**src/rtl/rpn_engine.sv**
```systemverilog
// rpn_engine: postfix (RPN) evaluation controller. Consumes operand/operator tokens and drives
// the push/pop port of an 8-bit operand stack. The local occupancy count is authoritative; the
// stack's own empty/full flags are not used.
module rpn_engine #(
  parameter int unsigned SIZE = 100  // stack depth in entries, at most 255
) (
  input  logic       clk,
  input  logic       rst,
  input  logic       tok_valid,
  output logic       tok_ready,
  input  logic       tok_is_op,
  input  logic [7:0] tok_data,
  output logic       stk_push_en,
  output logic       stk_pop_en,
  output logic [7:0] stk_data_in,
  input  logic [7:0] stk_data_out,
  output logic [7:0] result,
  output logic       result_valid,
  output logic       err_underflow,
  output logic       err_overflow,
  output logic       err_badop,
  input  logic       err_clr
);

  // Operator token codes (ASCII)
  localparam logic [7:0] CodeAdd = 8'h2B;
  localparam logic [7:0] CodeSub = 8'h2D;
  localparam logic [7:0] CodeMul = 8'h2A;
  localparam logic [7:0] CodeEq  = 8'h3D;

  localparam logic [7:0] SizeCnt = 8'(SIZE);

  typedef enum logic [2:0] {
    StIdle,
    StPush,
    StPopB,
    StPopA,
    StCompute
  } state_e;

  typedef enum logic [1:0] {
    AluAdd,
    AluSub,
    AluMul
  } alu_op_e;

  state_e     state_q, state_d;
  alu_op_e    alu_op_q, alu_op_d;
  alu_op_e    alu_sel;
  logic [7:0] count_q, count_d;
  logic [7:0] push_q, push_d;
  logic [7:0] a_q, a_d;
  logic [7:0] b_q, b_d;
  logic [7:0] result_q, result_d;
  logic       result_valid_q, result_valid_d;
  logic       err_uf_q, err_uf_d;
  logic       err_of_q, err_of_d;
  logic       err_bad_q, err_bad_d;
  logic       uf_set, of_set, bad_set;
  logic [7:0] alu_res;

  // Map the operator code onto the ALU selector that COMPUTE will use
  always_comb begin
    alu_sel = AluAdd;
    if (tok_data == CodeSub) begin
      alu_sel = AluSub;
    end else if (tok_data == CodeMul) begin
      alu_sel = AluMul;
    end
  end

  // 8-bit modulo arithmetic; a is the earlier-pushed operand
  always_comb begin
    alu_res = a_q + b_q;
    unique case (alu_op_q)
      AluAdd:  alu_res = a_q + b_q;
      AluSub:  alu_res = a_q - b_q;
      AluMul:  alu_res = a_q * b_q;
      default: alu_res = a_q + b_q;
    endcase
  end

  // Next-state logic: token decode in IDLE, then the fixed pop/pop/compute/push sequence
  always_comb begin
    state_d        = state_q;
    alu_op_d       = alu_op_q;
    count_d        = count_q;
    push_d         = push_q;
    a_d            = a_q;
    b_d            = b_q;
    result_d       = result_q;
    result_valid_d = 1'b0;
    uf_set         = 1'b0;
    of_set         = 1'b0;
    bad_set        = 1'b0;

    unique case (state_q)
      StIdle: begin
        if (tok_valid) begin
          if (!tok_is_op) begin
            if (count_q < SizeCnt) begin
              push_d  = tok_data;
              state_d = StPush;
            end else begin
              of_set = 1'b1;
            end
          end else begin
            unique case (tok_data)
              CodeAdd, CodeSub, CodeMul: begin
                if (count_q >= 8'd2) begin
                  alu_op_d = alu_sel;
                  state_d  = StPopB;
                end else begin
                  uf_set = 1'b1;
                end
              end
              CodeEq: begin
                // Report top of stack without popping it
                if (count_q != 8'd0) begin
                  result_d       = stk_data_out;
                  result_valid_d = 1'b1;
                end else begin
                  uf_set = 1'b1;
                end
              end
              default: bad_set = 1'b1;
            endcase
          end
        end
      end
      StPush: begin
        count_d = count_q + 8'd1;
        state_d = StIdle;
      end
      StPopB: begin
        b_d     = stk_data_out;
        count_d = count_q - 8'd1;
        state_d = StPopA;
      end
      StPopA: begin
        a_d     = stk_data_out;
        count_d = count_q - 8'd1;
        state_d = StCompute;
      end
      StCompute: begin
        push_d  = alu_res;
        state_d = StPush;
      end
      default: state_d = StIdle;
    endcase
  end

  // Sticky error flags: a new error in the same cycle as err_clr wins
  always_comb begin
    err_uf_d  = uf_set | (err_uf_q & ~err_clr);
    err_of_d  = of_set | (err_of_q & ~err_clr);
    err_bad_d = bad_set | (err_bad_q & ~err_clr);
  end

  // State and datapath registers; reset abandons any in-flight operation
  always_ff @(posedge clk or negedge rst) begin
    if (!rst) begin
      state_q        <= StIdle;
      alu_op_q       <= AluAdd;
      count_q        <= 8'd0;
      push_q         <= 8'd0;
      a_q            <= 8'd0;
      b_q            <= 8'd0;
      result_q       <= 8'd0;
      result_valid_q <= 1'b0;
    end else begin
      state_q        <= state_d;
      alu_op_q       <= alu_op_d;
      count_q        <= count_d;
      push_q         <= push_d;
      a_q            <= a_d;
      b_q            <= b_d;
      result_q       <= result_d;
      result_valid_q <= result_valid_d;
    end
  end

  // Error flag registers
  always_ff @(posedge clk or negedge rst) begin
    if (!rst) begin
      err_uf_q  <= 1'b0;
      err_of_q  <= 1'b0;
      err_bad_q <= 1'b0;
    end else begin
      err_uf_q  <= err_uf_d;
      err_of_q  <= err_of_d;
      err_bad_q <= err_bad_d;
    end
  end

  // Moore-decoded handshake and stack strobes
  always_comb begin
    tok_ready     = (state_q == StIdle);
    stk_push_en   = (state_q == StPush);
    stk_pop_en    = (state_q == StPopB) || (state_q == StPopA);
    stk_data_in   = push_q;
    result        = result_q;
    result_valid  = result_valid_q;
    err_underflow = err_uf_q;
    err_overflow  = err_of_q;
    err_badop     = err_bad_q;
  end

endmodule

```
**config.mk**
```make
export PLATFORM = sky130hd
export DESIGN_NAME = rpn_engine
export DESIGN_NICKNAME = d
export VERILOG_FILES = /design/src/rtl/rpn_engine.sv
export SDC_FILE = /design/constraint.sdc
export NUM_CORES = 1
export LEC_CHECK = 0
export ABC_AREA = 1
export CAP_MARGIN = 30
export CORE_UTILIZATION = 30
export DETAILED_ROUTE_END_ITERATION = 8
export GPL_TIMING_DRIVEN = 0
export HOLD_SLACK_MARGIN = 0.05
export PLACE_DENSITY = 0.61
export SLEW_MARGIN = 15
export SYNTH_ARGS = -nofsm -noshare
export SYNTH_HDL_FRONTEND = slang
export SYNTH_SLANG_ARGS = --single-unit
```
**constraint.sdc**
```tcl
create_clock -name clk -period 4.2 [get_ports clk]
set_input_delay 0.84 -clock clk [delete_from_list [all_inputs] [get_ports clk]]
set_output_delay 0.84 -clock clk [all_outputs]
set_load 0.02 [all_outputs]
```
; ---- After elaboration in Yosys (flattened, before gate mapping)
; Cells that the tools add are included.
[word_totals]
out_inout_bits = 23
reg_bits = 49
word_cells = 86
inputBits = 21
[classes]
muxes = 33
add_sub_neg = 4
bitwise = 7
multipliers = 1
magnitude_cmp = 2
n_eq_ne = 16
n_reduce_logical = 12
[op_table]
columns = cell, n
row1 = one-hot mux 8 bit (2 select lines), 3
row2 = "== test 8 x 6 -> 1 bit, second input constant", 4
row3 = 2-to-1 mux 8 bit, 3
row4 = 2-to-1 mux 1 bit, 18
row5 = 2-to-1 mux 3 bit, 5
row6 = one-hot mux 3 bit (4 select lines), 1
row7 = AND reduction 5 bit, 2
row8 = "adder 8 x 1 -> 8 bit, second input constant", 1
row9 = adder 8 bit, 1
row10 = "greater-or-equal comparator 8 x 2 -> 1 bit, second input constant", 1
row11 = "less-than comparator 8 x 7 -> 1 bit, second input constant", 1
row12 = multiplier 8 x 8 -> 8 bit, 1
row13 = AND reduction 4 bit, 2
row14 = nonzero test 8 bit, 1
row15 = "subtractor 8 x 1 -> 8 bit, second input constant", 1
row16 = subtractor 8 bit, 1
row17 = "== test 3 x 2 -> 1 bit, second input constant", 2
row18 = "!= test 3 x 2 -> 1 bit, second input constant", 2
row19 = 2-to-1 mux 2 bit, 2
row20 = "!= test 2 bit, second input constant", 2
row21 = nonzero test 2 bit, 2
row22 = OR reduction 4 bit, 1
row23 = AND 1 bit, 3
row24 = "== test 3 x 1 -> 1 bit, second input constant", 1
row25 = other kinds (12), 14

; ---- Longest topological paths before layout
; Gate-level depths: netlist of run 1.
[depth]
ltp_word = 7
mapped_depth = 24
depth_no_buf = 23

; ---- Least setup slack after synthesis of run 1
; Ideal clock, no wire load.
[synth_timing]
path_type = reg-to-reg
startpoint = reg a_q[1]
endpoint = reg push_q[7], in the netlist stk_data_in[7]
stages_incl_launch_ff = 23
setup_time_ps = 116
n_path_buf = 1
slack_ps = 176
arrival_ps = 3908
period_less_slack_ps = 4024
required_time_ps = 4084
cell_sequence = dfrtp_1 > clkbuf_1 > nand2_1 > fa_1 > fa_1 > inv_1 > fa_1 > inv_1 > fa_1 > inv_1 > ha_1 > a21oi_1 > nand2_1 > nand2_1 > nand2_1 > inv_1 > nand3_1 > nand2_1 > nand2_1 > nand3_1 > nand3_1 > nand2_1 > nand2_1
[synth_via]
elab_chain_cells = 3
elab_cells_between_ends = 5
cone_classes = add/sub (2) / mul (1) / mux (2)
[synth_rtl]
columns = item, line_no
row1 = start: declaration, 52  ; logic [7:0] a_q, a_d;
row2 = start signal: assignment, 167  ; a_q <= 8'd0;
row3 = start signal: assignment, 176  ; a_q <= a_d;
row4 = multiplier 8 x 8 -> 8 bit (tied with other cells), 78  ; AluMul: alu_res = a_q * b_q;
row5 = one-hot mux 8 bit (2 select lines) *, 75  ; unique case (alu_op_q)
row6 = one-hot mux 8 bit (2 select lines) *, 97  ; unique case (state_q)
row7 = end signal: assignment, 175  ; push_q <= push_d;
row8 = end: declaration, 51  ; logic [7:0] push_q, push_d;
; Mark *: on every way between the ends. The rest lies on a longest branch, timed or not.
; A chain may end at the register's enable or synchronous reset.

; ---- Worst setup path after layout of run 1
[layout_timing]
startpoint = reg b_q[4]
endpoint = reg push_q[7], in the netlist stk_data_in[7]
[layout_via]
elab_chain_cells = 3
elab_cells_between_ends = 5
cone_classes = add/sub (2) / mul (1) / mux (2)
[layout_rtl]
columns = item, line_no
row1 = start: declaration, 53  ; logic [7:0] b_q, b_d;
row2 = start signal: assignment, 168  ; b_q <= 8'd0;
row3 = start signal: assignment, 177  ; b_q <= b_d;
row4 = multiplier 8 x 8 -> 8 bit (tied with other cells), 78
row5 = one-hot mux 8 bit (2 select lines) *, 75
row6 = one-hot mux 8 bit (2 select lines) *, 97
; Marks and branches as above.

==> results.toml, run 1 <==
[status]
outcome = "completed"

[hold_path]
min-delay-start = "stk_data_in[6]"
hold_class = "flop to flop"

[final_layout]
final_cell_mix = "161 x nand2_1, 105 x inv_1, 44 x dfrtp_1"
multiInputGateArea_um2 = 2300
drive_gt1_frac = 0.09329
area_growth_pct = 22.73
n_fill_cell = 1316
final_cells = 783
nets = 676
diodes = 0
mostFrequentLayoutCell = "nand2_1"
seqCellArea_um2 = 1232

[placement]
dp_hpwl_um = 7371
io_buffers = 43
dpl.cell_count = 771
place.gp.congestion = 0.7993

[sta]
max_slew.worst_pin.slew_ns = 0.5841
final.hold.worst_slack_ns = 0.4836
skew_ns = 0.005902
finalCriticalPeriod_ns = 3.961
finalHoldViolCount = 0
max_slew_margin = 0.6091
timing.final.crit_share = 0.9431
finalSetupViolCount = 0
rsz0062_at_grt = "false"
slew_viol_final = 0
fmax_ghz = 0.2525

[clock_tree]
cts_inserted_buffers = 5
clockBufferDepth = 2
path_clk_slew_ns = 0.07
clock_tree.root_cell = "clkbuf_16"
cts_tree = "done"
clock_latency_ns = 0.29
cts_sinks = 49
h-tree-depth = 2

[floorplan]
die_area_um2 = 13750
initial_core_util = 0.3120
coreArea_um2 = 12770
rows = 41
pin_count = 44
die_h_um = 117.3
die_x_um = 117.3

[synthesis]
yosysSeqAreaShare = 0.3077
yosysTopAreaCellShare = 0.3077
synth_edf_count = 0
synthArstFlopShare = 1.000
synth.yosys.warnings = 0
post_synth_num_cell_types = 36
ys_ff_latch = 49
synth_top_flop_cell = "dfrtp_1"
avgSynthCellArea_um2 = 7.180
ys_top_cells_by_area = "dfrtp_1 31%, nand2_1 15%, inv_1 9.9%, ha_1 9.7%, fa_1 7.0%"
synth_area_um2 = 3985
syn_nets = 621
synthCells = 555
synth_top_cell_by_area = "dfrtp_1"

[global_route]
gr-total-overflow = 0
grtUsageTotal = 0.1478
grt_pass1_wl_um = 16080
grt_max_degree = 32
grt_pass1_vias = 3511
grt_antenna_before_repair = 0

[route]
viasPerCell = 4.564
drc = 0
vias = 3574
drt-initial-drc-count = 108
wl_per_cell_um = 12.03
wirelength_um = 9417
postRouteAntennaNets = 0
first_pass_iters = 4

[worst_setup_path]
cp.required_ns = 4.38
worst_setup_path_start_kind = "flop"
end_kind = "flop"
regToRegStartpoint = "b_q[4]"
cp_max_fo = 7
crit_start = "b_q[4]"
crit_type = "flop to flop"
arrival_ns = 4.14

[flow_run]
maxCapViolCount = 0
-- flip-flops by register name, summed over array words and instances (netlist names) --
name           count
err_badop          1
state_q            3
count_q            8
err_underflow      1
err_overflow       1
a_q                8
stk_data_in        8
b_q                8
result_valid       1
result             8
alu_op_q           2
-- through the flow --
stage               instance area (µm²)  TNS, ns  utilization  worst slack, ns
floorplan                          3985        0            -           0.1758
global placement                   4631  -0.3266       0.3625          -0.3266
detailed placement                 4646  -0.3390       0.3637          -0.3390
CTS                                4822        0       0.3775         0.006549
global route                       4891        0       0.3829          0.01968
finish                             4891        0       0.3829           0.2389
-- cell usage after synthesis, types with 2 or more instances --
| master | n |
|---|---|
| dfrtp_1 | 49 |
| nor2_2 | 3 |
| o211ai_1 | 2 |
| nand3b_1 | 2 |
| o31ai_1 | 2 |
| xor2_1 | 8 |
| nand4_1 | 4 |
| nand2_2 | 2 |
| nor2_1 | 27 |
| clkbuf_1 | 5 |
| fa_1 | 14 |
| inv_2 | 8 |
| nand3_1 | 40 |
| ha_1 | 31 |
| buf_2 | 4 |
| xnor2_1 | 5 |
| a21oi_1 | 22 |
| inv_1 | 105 |
| o21ai_0 | 28 |
| o22ai_1 | 3 |
| nor3_1 | 4 |
| or2_2 | 2 |
| nor2_4 | 3 |
| a31oi_1 | 3 |
| nand2_1 | 161 |
| o21ai_2 | 8 |
-- critical path, stage by stage (launching register included) --
cell and delay [ns]:
dfrtp_2 0.44, nand2_1 0.10, fa_2 0.40, fa_1 0.54, inv_1 0.05, fa_1 0.47
inv_1 0.05, fa_1 0.53, inv_1 0.07, ha_4 0.29, nand3_1 0.11, nand2_1 0.08
nand2_1 0.05, nand2_1 0.08, inv_1 0.05, nand3_1 0.09, nand3_1 0.09, nand3_1 0.11
nand3_1 0.11, nand2_1 0.09, nand2_1 0.04
-- routing by layer --
layer / track usage / vias to the layer above / part of all wire
met5: 0 / - / 0
met4: 0.02954 / 0 / 0.0032
met3: 0.02111 / 2 / 0.034
met2: 0.2549 / 52 / 0.48
met1: 0.1972 / 1680 / 0.48
li1: - / 1840 / -
-- what timing repair did --
action / in CTS / in global routing
hold buffers: 0 / 0
resized for setup: 5 / 5
setup buffers: 1 / 6
endpoints found under the setup margin: 1 / 1
-- kinds of logic after synthesis --
logic type	synth area share
and+or+nand+nor	0.2716
DFF	0.3077
adders and majority gates	0.1677
buffers and inverters	0.1199
xor gates and xnor gates	0.02857
AOI/OAI and AO/OA	0.1046
-- path summary, 6_finish.rpt --
check	endpoint	slack (ns)	cells after the start
hold reg to reg	stk_data_in[6]	0.48	2
setup / recovery	stk_data_in[7]	0.24	20
setup reg to reg	stk_data_in[7]	0.24	20
min in group asynchronous	count_q[2]	0.50	1
max in group asynchronous	b_q[4]	3.17	2
hold / removal	stk_data_in[6]	0.48	2
-- layout make-up --
| cell class | instances | share of cell area |
|---|---|---|
| multi-input combinational | 382 | 0.4702 |
| sequential | 49 | 0.2520 |
| timing repair buffer | 51 | 0.1018 |
| inverter | 114 | 0.08749 |
| tap | 172 | 0.04400 |
| clock buffer | 7 | 0.02916 |
| buffer | 7 | 0.009210 |
| clock inverter | 1 | 0.006140 |
Power of run 1 is not shown: default switching activity piles up to over one toggle a cycle in this logic, so the estimate is an artifact.
==> run 2, diff against run 1 <==
--- a/config.mk
+++ b/config.mk
@@ -6,7 +6,7 @@
 export NUM_CORES = 1
 export LEC_CHECK = 0
 export ABC_AREA = 1
-export CAP_MARGIN = 30
+export CORE_ASPECT_RATIO = 0.7
 export CORE_UTILIZATION = 30
 export DETAILED_ROUTE_END_ITERATION = 8
 export GPL_TIMING_DRIVEN = 0
==> run 2 against run 1 <==
Against the previous run: utilization grew 0.53 points; clock-buffer cell count is the same; sequential cell count is the same; global-route usage grew 0.82 points; cell count fell by 0.77%; first-iteration DRC count grew 120%; cell area rose by 0.61%; maximum frequency shrank 0.31%; sequential share of layout area decreased by 0.18 points; worst setup slack got worse by 0.012 ns; critical path type unchanged; critical endpoint unchanged.
==> results.toml, run 2 (synthesis results as in run 1) <==
[status]
outcome = "completed"

[global_route]
grt_antenna_before_repair = 0
grt_pass1_vias = 3531
grt_pass1_wl_um = 17190
grtUsageTotal = 0.1560
grt_max_degree = 31
gr-total-overflow = 0

[final_layout]
nets = 680
seqCellArea_um2 = 1231
multiInputGateArea_um2 = 2317
final_cell_mix = "161 x nand2_1, 105 x inv_1, 45 x dfrtp_1"
final_cells = 777
area_growth_pct = 23.49
drive_gt1_frac = 0.1024
n_fill_cell = 1288
diodes = 0
mostFrequentLayoutCell = "nand2_1"

[floorplan]
pin_count = 44
die_x_um = 139.8
die_area_um2 = 13760
rows = 34
die_h_um = 98.43
initial_core_util = 0.3144
coreArea_um2 = 12680

[clock_tree]
clockBufferDepth = 2
clock_tree.root_cell = "clkbuf_16"
hold_buffers = 0
cts_inserted_buffers = 5
path_clk_slew_ns = 0.07
h-tree-depth = 2
clock_latency_ns = 0.29
cts_tree = "done"
cts_sinks = 49

[flow_run]
maxCapViolCount = 0

[sta]
fmax_ghz = 0.2517
max_slew.worst_pin.slew_ns = 0.6449
finalCriticalPeriod_ns = 3.973
slew_viol_final = 0
rsz0062_at_grt = "false"
timing.final.crit_share = 0.9460
max_slew_margin = 0.5685
finalSetupViolCount = 0
tns_ns = 0
finalHoldViolCount = 0
skew_ns = 0.005160
final.hold.worst_slack_ns = 0.4800

[route]
wl_met1_um = 5214
top_layer_used = "met4"
drt-initial-drc-count = 238
viasPerCell = 4.629
wl_met3_um = 700
wl_met2_um = 4055
first_pass_iters = 4
wirelength_um = 10040
postRouteAntennaNets = 0
drc = 0
wl_per_cell_um = 12.92
vias = 3597

[worst_setup_path]
crit_type = "flop to flop"
arrival_ns = 4.16
end_kind = "flop"
cp.required_ns = 4.39
worst_setup_path_start_kind = "flop"
cp_max_fo = 9

[hold_path]
hold_class = "flop to flop"

[placement]
dpl.cell_count = 761
io_buffers = 43
dp_hpwl_um = 7789
place.gp.congestion = 0.8527
## run 2: layout make-up
cell class / instances / area share
Multi-Input combinational cell: 382 / 0.4709
Sequential cell: 49 / 0.2502
Timing Repair Buffer: 54 / 0.1058
Inverter: 114 / 0.08696
Tap cell: 162 / 0.04119
Clock buffer: 7 / 0.03102
Buffer: 8 / 0.01220
Clock inverter: 1 / 0.001780
## run 2: per-layer routing
metal	vias to the layer above	global-route usage
met5	-	0
met4	0	0.03212
met3	8	0.02770
met2	88	0.2269
met1	1648	0.2392
li1	1853	-
## run 2: repair_timing
action                                  in CTS  in global routing
endpoints found under the hold margin        0                  0
buffers inserted                             1                  9
pin swaps                                    0                  1
resized for setup                            7                  9
endpoints found under the setup margin       1                  1
## run 2: stage by stage
step / util / worst slack, ns / cell area, µm²
finish: 0.3882 / 0.2266 / 4921
global route: 0.3882 / 0.005632 / 4921
CTS: 0.3797 / 0.001457 / 4813
detailed placement: 0.3655 / -0.3726 / 4633
global placement: 0.3643 / -0.3345 / 4618
floorplan: - / 0.1758 / 3985
## run 2: worst paths after layout
path / from / to / slack (ns) / depth (start not counted)
setup reg to reg: a_q[2] / stk_data_in[7] / 0.23 / 21
min in group asynchronous: rst / result[7] / 0.50 / 1
hold / removal: stk_data_in[5] / stk_data_in[5] / 0.48 / 2
hold reg to reg: stk_data_in[5] / stk_data_in[5] / 0.48 / 2
max in group asynchronous: rst / a_q[2] / 3.16 / 2
setup / recovery: a_q[2] / stk_data_in[7] / 0.23 / 21
## run 2: critical path, stage by stage, from the launching register on
cell	delay, ns
dfrtp_2	0.49
nand2_1	0.12
fa_2	0.38
fa_1	0.54
inv_1	0.05
fa_1	0.48
inv_1	0.06
fa_1	0.53
inv_1	0.06
ha_4	0.26
a21oi_4	0.14
nand2_1	0.06
nand2_1	0.05
nand2_1	0.08
inv_1	0.06
nand3_1	0.08
nand2_1	0.08
nand2_1	0.05
nand3_1	0.08
nand3_2	0.09
nand2_1	0.08
nand2_1	0.05
Power of run 2 is left out for the same reason.
==> run 3, diff against run 2 <==
--- a/config.mk
+++ b/config.mk
@@ -6,9 +6,10 @@
 export NUM_CORES = 1
 export LEC_CHECK = 0
 export ABC_AREA = 1
-export CORE_ASPECT_RATIO = 0.7
+export CORE_ASPECT_RATIO = 1.25
 export CORE_UTILIZATION = 30
 export DETAILED_ROUTE_END_ITERATION = 8
+export GPL_ROUTABILITY_DRIVEN = 0
 export GPL_TIMING_DRIVEN = 0
 export HOLD_SLACK_MARGIN = 0.05
 export PLACE_DENSITY = 0.61
==> run 3 against run 2 <==
Against the previous run: utilization is 1.0 points lower; hold slack better by 0.0061 ns; cell area is 1.4% lower; via count is 1.0% lower; critical path type unchanged.
==> results.toml, run 3 (synthesis results as in run 1) <==
[floorplan]
rows = 46
die_x_um = 105.1
pin_count = 44
coreArea_um2 = 12830
die_h_um = 130.9
initial_core_util = 0.3105
die_area_um2 = 13750

[final_layout]
drive_gt1_frac = 0.09165
multiInputGateArea_um2 = 2297
seqCellArea_um2 = 1232
final_cell_mix = "161 x nand2_1, 105 x inv_1, 44 x dfrtp_1"
nets = 676
diodes = 0
n_fill_cell = 1337
final_core_utilization = 0.3779
final_cells = 779
area_growth_pct = 21.70
mostFrequentLayoutCell = "nand2_1"

[sta]
timing.final.ws_setup_ns = 0.2416
tns_ns = 0
fmax_ghz = 0.2526
timing.final.crit_share = 0.9425
finalHoldViolCount = 0
max_slew.worst_pin.slew_ns = 0.6427
finalCriticalPeriod_ns = 3.958
slew_viol_final = 0
finalSetupViolCount = 0
rsz0062_at_grt = "false"
max_slew_margin = 0.5700
skew_ns = 0.005425

[worst_setup_path]
end_kind = "flop"
rrSetupSlack_ns = 0.24
cp_slowest_cell = "fa_1"
cp.required_ns = 4.39
worst_setup_path_start_kind = "flop"
cp_max_fo = 10
cpMostUsedCell = "nand2_1"
arrival_ns = 4.15
regToRegStartpoint = "b_q[2]"
slowest_delay_ns = 0.55
path_cells = "buf_6 > nand2_1 > fa_1 > fa_1 > inv_1 > fa_1 > inv_1 > fa_1 > inv_1 > ha_4 > nand3_1 > nand2_1 > nand2_1 > nand2_1 > inv_1 > nand3_1 > nand3_1 > nand3_1 > nand3_1 > nand2_1 > nand2_1"
crit_type = "flop to flop"
crit_start = "b_q[2]"

[route]
wirelength_um = 9059
wl_per_cell_um = 11.63
viasPerCell = 4.570
drt-initial-drc-count = 188
postRouteAntennaNets = 0
drc = 0
first_pass_iters = 4
vias = 3560

[clock_tree]
cts_sinks = 49
path_clk_slew_ns = 0.07
cts_tree = "done"
hold_buffers = 0
clockBufferDepth = 2
clock_latency_ns = 0.29
cts_inserted_buffers = 5
clock_tree.root_cell = "clkbuf_16"
h-tree-depth = 2

[flow_run]
maxCapViolCount = 0

[global_route]
grt_antenna_before_repair = 0
grt_pass1_vias = 3575
grt_pass1_wl_um = 15720
grtUsageTotal = 0.1424
gr-total-overflow = 0
grt_max_degree = 32

[placement]
io_buffers = 43
dpl.cell_count = 767
dp_hpwl_um = 7436
dp_slack_ns = -0.3361

[hold_path]
hold_class = "primary input to asynchronous set/reset pin"

[status]
outcome = "completed"
-- run 3: final timing paths --
check                           cells past startpoint              to
worst max-delay path                               21  stk_data_in[7]
worst min-delay path                                1  stk_data_in[0]
worst max register to register                     21  stk_data_in[7]
worst min register to register                      2       result[2]
max in group asynchronous                           2          a_q[3]
min in group clk                                    2       result[2]
-- run 3: layout make-up --
class | count | area share
Inverter | 114 | 0.08824
Clock inverter | 2 | 0.002064
Clock buffer | 6 | 0.02657
Timing Repair Buffer | 51 | 0.1027
Sequential cell | 49 | 0.2541
Multi-Input combinational cell | 382 | 0.4737
Buffer | 7 | 0.009288
Tap cell | 168 | 0.04334
-- run 3: metal layers --
layer	GRT usage	vias to the layer above	part of all wire
met3	0.02034	13	0.023
met5	0	-	0
met1	0.1574	1662	0.42
met4	0.05054	0	0.016
li1	-	1841	-
met2	0.2781	44	0.54
-- run 3: stage by stage --
step                      hold slack, ns  instance area, µm²
after detailed placement          0.4703                4641
after global routing              0.5126                4850
final                             0.4861                4850
after floorplan                   0.4464                3985
after CTS                         0.4883                4783
after global placement            0.4676                4626
-- run 3: what timing repair did --
item,4_1_cts,5_1_grt
gates cloned,0,0
buffers inserted,1,6
endpoints found under the setup margin,1,1
resized for setup,5,4
-- run 3: critical path: cells and delay by family (launching register included) --
| kind | cells | cell delay (ns) |
|---|---|---|
| buffers and inverters | 5 | 0.36 |
| flip-flops | 1 | 0.34 |
| adder cells (fa/ha/maj) | 5 | 2.23 |
| AND/OR/NAND/NOR | 11 | 0.90 |
Power of run 3 is left out for the same reason.
